===== config.mk =====
export PLATFORM = sky130hd
export DESIGN_NAME = silencer_update_ctl
export DESIGN_NICKNAME = d
export VERILOG_FILES = /design/src/rtl/silencer_update_ctl.sv
export SDC_FILE = /design/constraint.sdc
export NUM_CORES = 1
export LEC_CHECK = 0
export ABC_AREA = 1
export CAP_MARGIN = 20
export CORE_MARGIN = 2
export CORE_UTILIZATION = 40
export CTS_CLUSTER_SIZE = 20
export DETAILED_ROUTE_END_ITERATION = 8
export PLACE_DENSITY = 0.73
export SLEW_MARGIN = 20
export SYNTH_ARGS = -nofsm -noshare
export SYNTH_HDL_FRONTEND = slang
export SYNTH_SLANG_ARGS = --single-unit

===== constraint.sdc =====
create_clock -name CLK -period 2.06 [get_ports CLK]
set_input_delay 0.309 -clock CLK [delete_from_list [all_inputs] [get_ports CLK]]
set_output_delay 0.309 -clock CLK [all_outputs]
set_load 0.02 [all_outputs]

===== src/rtl/silencer_update_ctl.sv =====
// silencer_update_ctl: frame sequencer and settings gate in front of the silencer.
// Each UPDATE reads DEPTH (intensity, phase) entries from the drive-data source.
// It streams them to the silencer as one contiguous DIN_VALID burst, then waits for
// the matching DOUT_VALID burst. Silencer settings change only between frames.
//
// Ports:
//   CLK, RST          clock, synchronous active-high reset
//   UPDATE            single-cycle frame request
//   SETTINGS_IN/REQ   settings from control registers and adopt strobe
//   SETTINGS_OUT      settings presented to the silencer
//   SRC_ADDR          source read address (source has 1-cycle read latency)
//   SRC_INTENSITY/PHASE source read data
//   DIN_VALID, INTENSITY, PHASE  stream into the silencer
//   DOUT_VALID        silencer output strobe
//   BUSY              FSM not in IDLE
//   OVERRUN, OVERRUN_CNT  dropped-update pulse and saturating count

package params;
    localparam logic [7:0] SILENCER_MODE_FIXED_COMPLETION_STEPS = 8'd0;
    localparam logic [7:0] SILENCER_MODE_FIXED_UPDATE_RATE      = 8'd1;
endpackage

package settings;
    typedef struct packed {
        logic [7:0]  MODE;
        logic [15:0] UPDATE_RATE_INTENSITY;
        logic [15:0] UPDATE_RATE_PHASE;
        logic [15:0] COMPLETION_STEPS_INTENSITY;
        logic [15:0] COMPLETION_STEPS_PHASE;
    } silencer_settings_t;
endpackage

module silencer_update_ctl #(
    parameter int unsigned DEPTH = 249,
    localparam int unsigned AW = $clog2(DEPTH)
) (
    input  logic                          CLK,
    input  logic                          RST,
    input  logic                          UPDATE,
    input  settings::silencer_settings_t  SETTINGS_IN,
    input  logic                          SETTINGS_REQ,
    output settings::silencer_settings_t  SETTINGS_OUT,
    output logic [AW-1:0]                 SRC_ADDR,
    input  logic [15:0]                   SRC_INTENSITY,
    input  logic [7:0]                    SRC_PHASE,
    output logic                          DIN_VALID,
    output logic [15:0]                   INTENSITY,
    output logic [7:0]                    PHASE,
    input  logic                          DOUT_VALID,
    output logic                          BUSY,
    output logic                          OVERRUN,
    output logic [15:0]                   OVERRUN_CNT
);

    localparam int unsigned CW = $clog2(DEPTH + 1);

    localparam settings::silencer_settings_t SETTINGS_RST = '{
        MODE:                       params::SILENCER_MODE_FIXED_COMPLETION_STEPS,
        UPDATE_RATE_INTENSITY:      16'd0,
        UPDATE_RATE_PHASE:          16'd0,
        COMPLETION_STEPS_INTENSITY: 16'd1,
        COMPLETION_STEPS_PHASE:     16'd1
    };

    typedef enum logic [1:0] {
        IDLE  = 2'd0,
        APPLY = 2'd1,
        ISSUE = 2'd2,
        DRAIN = 2'd3
    } state_e;

    state_e                       state_q, state_d;
    logic                         upd_pend_q, upd_pend_d;
    logic                         set_pend_q, set_pend_d;
    settings::silencer_settings_t shadow_q, shadow_d;
    settings::silencer_settings_t settings_q, settings_d;
    logic [AW-1:0]                addr_q, addr_d;
    logic                         din_valid_q, din_valid_d;
    logic                         busy_q, busy_d;
    logic                         overrun_q, overrun_d;
    logic [15:0]                  ovr_cnt_q, ovr_cnt_d;
    logic [CW-1:0]                out_cnt_q, out_cnt_d;

    logic [CW-1:0]                out_cnt_nxt;
    logic                         issue_entry;

    // In fixed-completion-steps mode a zero step count would stall the silencer.
    function automatic settings::silencer_settings_t sanitize(
        input settings::silencer_settings_t s
    );
        settings::silencer_settings_t r;
        r = s;
        if (s.MODE == params::SILENCER_MODE_FIXED_COMPLETION_STEPS) begin
            if (s.COMPLETION_STEPS_INTENSITY == 16'd0) r.COMPLETION_STEPS_INTENSITY = 16'd1;
            if (s.COMPLETION_STEPS_PHASE == 16'd0)     r.COMPLETION_STEPS_PHASE = 16'd1;
        end
        return r;
    endfunction

    // Output-beat count including this cycle's DOUT_VALID, held at DEPTH.
    assign out_cnt_nxt = (DOUT_VALID && (out_cnt_q != CW'(DEPTH))) ? out_cnt_q + CW'(1)
                                                                  : out_cnt_q;
    assign issue_entry = (state_d == ISSUE) && (state_q != ISSUE);

    // State register
    always_ff @(posedge CLK) begin
        if (RST) begin
            state_q <= IDLE;
        end else begin
            state_q <= state_d;
        end
    end

    // Next-state logic; UPDATE and SETTINGS_REQ act in the same cycle they arrive in IDLE
    always_comb begin
        state_d = state_q;
        case (state_q)
            IDLE: begin
                if (upd_pend_q || UPDATE) begin
                    state_d = (set_pend_q || SETTINGS_REQ) ? APPLY : ISSUE;
                end
            end
            APPLY: state_d = ISSUE;
            ISSUE: begin
                if (addr_q == AW'(DEPTH - 1)) state_d = DRAIN;
            end
            DRAIN: begin
                if (out_cnt_nxt == CW'(DEPTH)) state_d = IDLE;
            end
            default: state_d = IDLE;
        endcase
    end

    // Output / datapath next values
    always_comb begin
        upd_pend_d  = upd_pend_q;
        set_pend_d  = set_pend_q;
        shadow_d    = shadow_q;
        settings_d  = settings_q;
        addr_d      = '0;
        din_valid_d = (state_q == ISSUE);
        busy_d      = (state_d != IDLE);
        overrun_d   = 1'b0;
        ovr_cnt_d   = ovr_cnt_q;
        out_cnt_d   = out_cnt_q;

        // Update flag: IDLE consumes it (or holds it across APPLY); leaving APPLY
        // consumes it but an UPDATE in that cycle is kept for the next frame.
        case (state_q)
            IDLE:    upd_pend_d = (state_d == APPLY);
            APPLY:   upd_pend_d = UPDATE;
            default: upd_pend_d = upd_pend_q || UPDATE;
        endcase
        overrun_d = UPDATE && upd_pend_q && (state_q != APPLY);
        if (overrun_d && (ovr_cnt_q != 16'hFFFF)) ovr_cnt_d = ovr_cnt_q + 16'd1;

        // Shadow is last-wins; a request coinciding with APPLY stays pending.
        if (SETTINGS_REQ) begin
            shadow_d   = SETTINGS_IN;
            set_pend_d = 1'b1;
        end else if (state_q == APPLY) begin
            set_pend_d = 1'b0;
        end
        if (state_q == APPLY) settings_d = sanitize(shadow_q);

        if ((state_q == ISSUE) && (state_d == ISSUE)) addr_d = addr_q + AW'(1);

        if (issue_entry) begin
            out_cnt_d = '0;
        end else if ((state_q == ISSUE) || (state_q == DRAIN)) begin
            out_cnt_d = out_cnt_nxt;
        end
    end

    // Datapath registers
    always_ff @(posedge CLK) begin
        if (RST) begin
            upd_pend_q  <= 1'b0;
            set_pend_q  <= 1'b0;
            shadow_q    <= SETTINGS_RST;
            settings_q  <= SETTINGS_RST;
            addr_q      <= '0;
            din_valid_q <= 1'b0;
            busy_q      <= 1'b0;
            overrun_q   <= 1'b0;
            ovr_cnt_q   <= '0;
            out_cnt_q   <= '0;
        end else begin
            upd_pend_q  <= upd_pend_d;
            set_pend_q  <= set_pend_d;
            shadow_q    <= shadow_d;
            settings_q  <= settings_d;
            addr_q      <= addr_d;
            din_valid_q <= din_valid_d;
            busy_q      <= busy_d;
            overrun_q   <= overrun_d;
            ovr_cnt_q   <= ovr_cnt_d;
            out_cnt_q   <= out_cnt_d;
        end
    end

    // Source data is already registered by the source; forward it aligned with DIN_VALID.
    assign INTENSITY    = din_valid_q ? SRC_INTENSITY : 16'd0;
    assign PHASE        = din_valid_q ? SRC_PHASE : 8'd0;
    assign DIN_VALID    = din_valid_q;
    assign SRC_ADDR     = addr_q;
    assign SETTINGS_OUT = settings_q;
    assign BUSY         = busy_q;
    assign OVERRUN      = overrun_q;
    assign OVERRUN_CNT  = ovr_cnt_q;

endmodule


==> impl_metrics.ini <==
[finish]
layout-drive-gt1-share = 0.0854
fin_nets = 1276
diodes = 0
final_util = 0.588
syn_to_final_growth_pct = 45.5
finish.instance_area_sq_um = 10500

[place]
io_buffers = 223
post_dp_cell_area_sq_um = 9730
place_hpwl_um = 13800
gp_congestion = 0.878

[sta]
final-hold-violation-count = 0
tightestPinTransition_ns = 0.503
min_period_over_period = 0.970
setup_viol = 0
hold_ws_ns = 0.358
fmax_ghz = 0.500
max_slew_margin = 0.664
fin_skew_ns = 0.00973
drv_slew = 0
timing.final.crit_period_ns = 2.00
rsz0062_at_grt = yes

[run_status]
outcome = completed

[routing]
drtPass1Iterations = 4
vias_per_cell = 4.83
wl_per_cell_um = 14.1
drt_iter0_drc = 343
drc = 0
vias = 6820
antenna_left = 0
drt_wl_total_um = 19900

[clocking]
htree_levels = 4
cts_tree = done
clk_pin_slew_ns = 0.07
clockBufferDepth = 2
root_buffer = clkbuf_16
clkLatencyLatePin_ns = 0.43
numCtsBuffers = 17
clkSinkCount = 183

[grt]
grt_first_pass_wirelength_um = 32700
grt_max_degree = 84
grtUsageMet3 = 0.0738
grtUsageTotal = 0.209
grtUsageMet2 = 0.347
busiest_layer = met2
antenna_found_initial = 1
grt.overflow.total = 0
grt_use_met1 = 0.251
first_global_vias = 6606

[setup_path]
critical_path_class = reg2reg
cp_cell_sequence = inv_4 -> ha_4 -> nand2_2 -> nor2_4 -> nand2_4 -> nand2_4 -> nand2_2 -> nand2_2 -> nor2_4 -> nand3_2 -> nor2_4 -> nor2_4 -> nor2_8 -> nand3_4 -> nand2_8 -> nor2_2
cpPeakStageDelay_ns = 0.37
r2r_cells = 16
cp_common_cell = nor2_4
cp_max_fo = 8
critPathLaunchType = register
path_buf_inv = 1
ff2ff_setup_slack_ns = 0.06
critPathArrivalTime_ns = 2.31
r2r-start = out_cnt_q[1]
r2r-end = out_cnt_q[3]
worstSetupEndpointType = register
crit_cells = 16
crit_family = simple AND/OR/NAND/NOR gates
cp_slowest_cell = dfxtp_4
worstPathRequired_ns = 2.37

[synth]
syn-cell-area_sq_um = 7180
synth_ff_type = dfxtp_1
syn-num-nets = 1058
synth_seq_area_share = 0.510
synth.most_common_cell = nor2_1
ys_ff_latch = 183
synthTopCellsByCount = nor2_1, dfxtp_1, o21ai_0
synthCells = 952
async_flop_share = 0
ys_types = 34
ys_warn_count = 0
synth_edf_count = 0
synth_top_area_share = 0.510
syn_area_per_cell_sq_um = 7.55
yosys.area.top_type = dfxtp_1
synth_area_leaders = dfxtp_1, o21ai_0, nor2_1

[power]
powerDensity_nw_per_um2 = 840
p_leak_uw = 0.00453
vdd_drop_max_uv = 613
p_total_uw = 8780

[flow_run]
maxCapViolCount = 0

[floorplanning]
start_util = 0.404
coreArea_sq_um = 17800
dieArea_sq_um = 19000
chipWidth_um = 138
rows = 49
die_height_um = 138
io_pins = 224

[worst_hold_path]
min-delay-start = SETTINGS_REQ
hold-path-endpoint = set_pend_q
hold_depth = 3
hold_path.class = in2reg
## flip-flops by register name, indices dropped and copies added, names as in the netlist
name and count:
SRC_ADDR 8, upd_pend_q 1, BUSY 1, OVERRUN 1, DIN_VALID 1, out_cnt_q 8
OVERRUN_CNT 16, state_q 2, set_pend_q 1, SETTINGS_OUT 72, shadow_q 72
## metal layers
| metal | wire length [um] | share of wire |
|---|---|---|
| met5 | 13 | 0.00065 |
| met4 | 339 | 0.017 |
| met3 | 1570 | 0.079 |
| met2 | 9260 | 0.47 |
| met1 | 8680 | 0.44 |
## cell families after synthesis
family,Yosys count,synth area share
XOR/XNOR,11,0.0134
AO/OA/AOI/OAI,239,0.169
flip-flops,183,0.510
adder cells (fa/ha/maj),5,0.00871
AND/OR/NAND/NOR,371,0.224
buffers and inverters,143,0.0751
## worst reg2reg max path: cells and delay by family (launching register included)
kind          cells  cell delay (ns)
fa+ha+maj         1             0.15
buf+inv           1             0.04
flops             1             0.37
simple gates     14             1.33
## where the power goes
group          total (uW)  leakage [uW]  internal, uW  switching [uW]
Sequential           3970       0.00151          3810             158
Combinational        1560       0.00273           712             845
Clock                3260      0.000286          1890            1370
## cell usage in the layout (no fill, tap or decap), types with 3 or more instances in the layout
cell type        count
nor4_1              10
nand2_1             91
xnor2_1              4
nor2_1             205
xor2_1               7
inv_1               87
nand4_1             14
a21oi_1             70
nand3_1             16
clkdlybuf4s50_1    212
dlymetal6s2s_1       9
nor2_4               7
a211oi_1             3
dfxtp_2              4
clkbuf_8             3
nand2_2              6
clkinv_2             4
buf_12               3
buf_4               24
ha_1                 4
nor2_2               9
dfxtp_1            178
clkbuf_16           17
o21ai_0            160
## area by class of cell
cell class | instances | area, sq um
timing repair buffer | 251 | 2500
tap | 229 | 287
clock inverter | 10 | 120
inverter | 91 | 347
fill | 1601 | 7330
multi-input combinational | 626 | 3060
sequential | 183 | 3670
clock buffer | 21 | 470
## per-stage QoR
step	setup slack, ns	instances	setup TNS [ns]
2_1_floorplan	0.232	952	0
3_3_place_gp	-0.131	1377	-1.90
3_5_place_dp	-0.172	1377	-2.38
4_1_cts	0.000622	1408	0
5_1_grt	-0.0802	1411	-0.822
6_report	0.0619	1411	0
## repair_timing
action	CTS	global route
pin swaps	0	10
gates resized for setup	3	32
hold buffers	0	0
gates cloned	0	0
setup endpoints to repair	11	27
setup buffers	0	3
## worst max-delay path by stage
| stage | from | to | slack (ns) |
|---|---|---|---|
| after floorplan | out_cnt_q[0] | out_cnt_q[7] | 0.23 |
| after global placement | DOUT_VALID | SRC_ADDR[4] | -0.13 |
| after detailed placement | DOUT_VALID | SRC_ADDR[3] | -0.17 |
| after CTS | out_cnt_q[1] | out_cnt_q[2] | 0.0006 |
| after global routing | out_cnt_q[0] | out_cnt_q[1] | -0.08 |
| final | out_cnt_q[1] | out_cnt_q[3] | 0.06 |
Power figures use the tool's default switching activity.
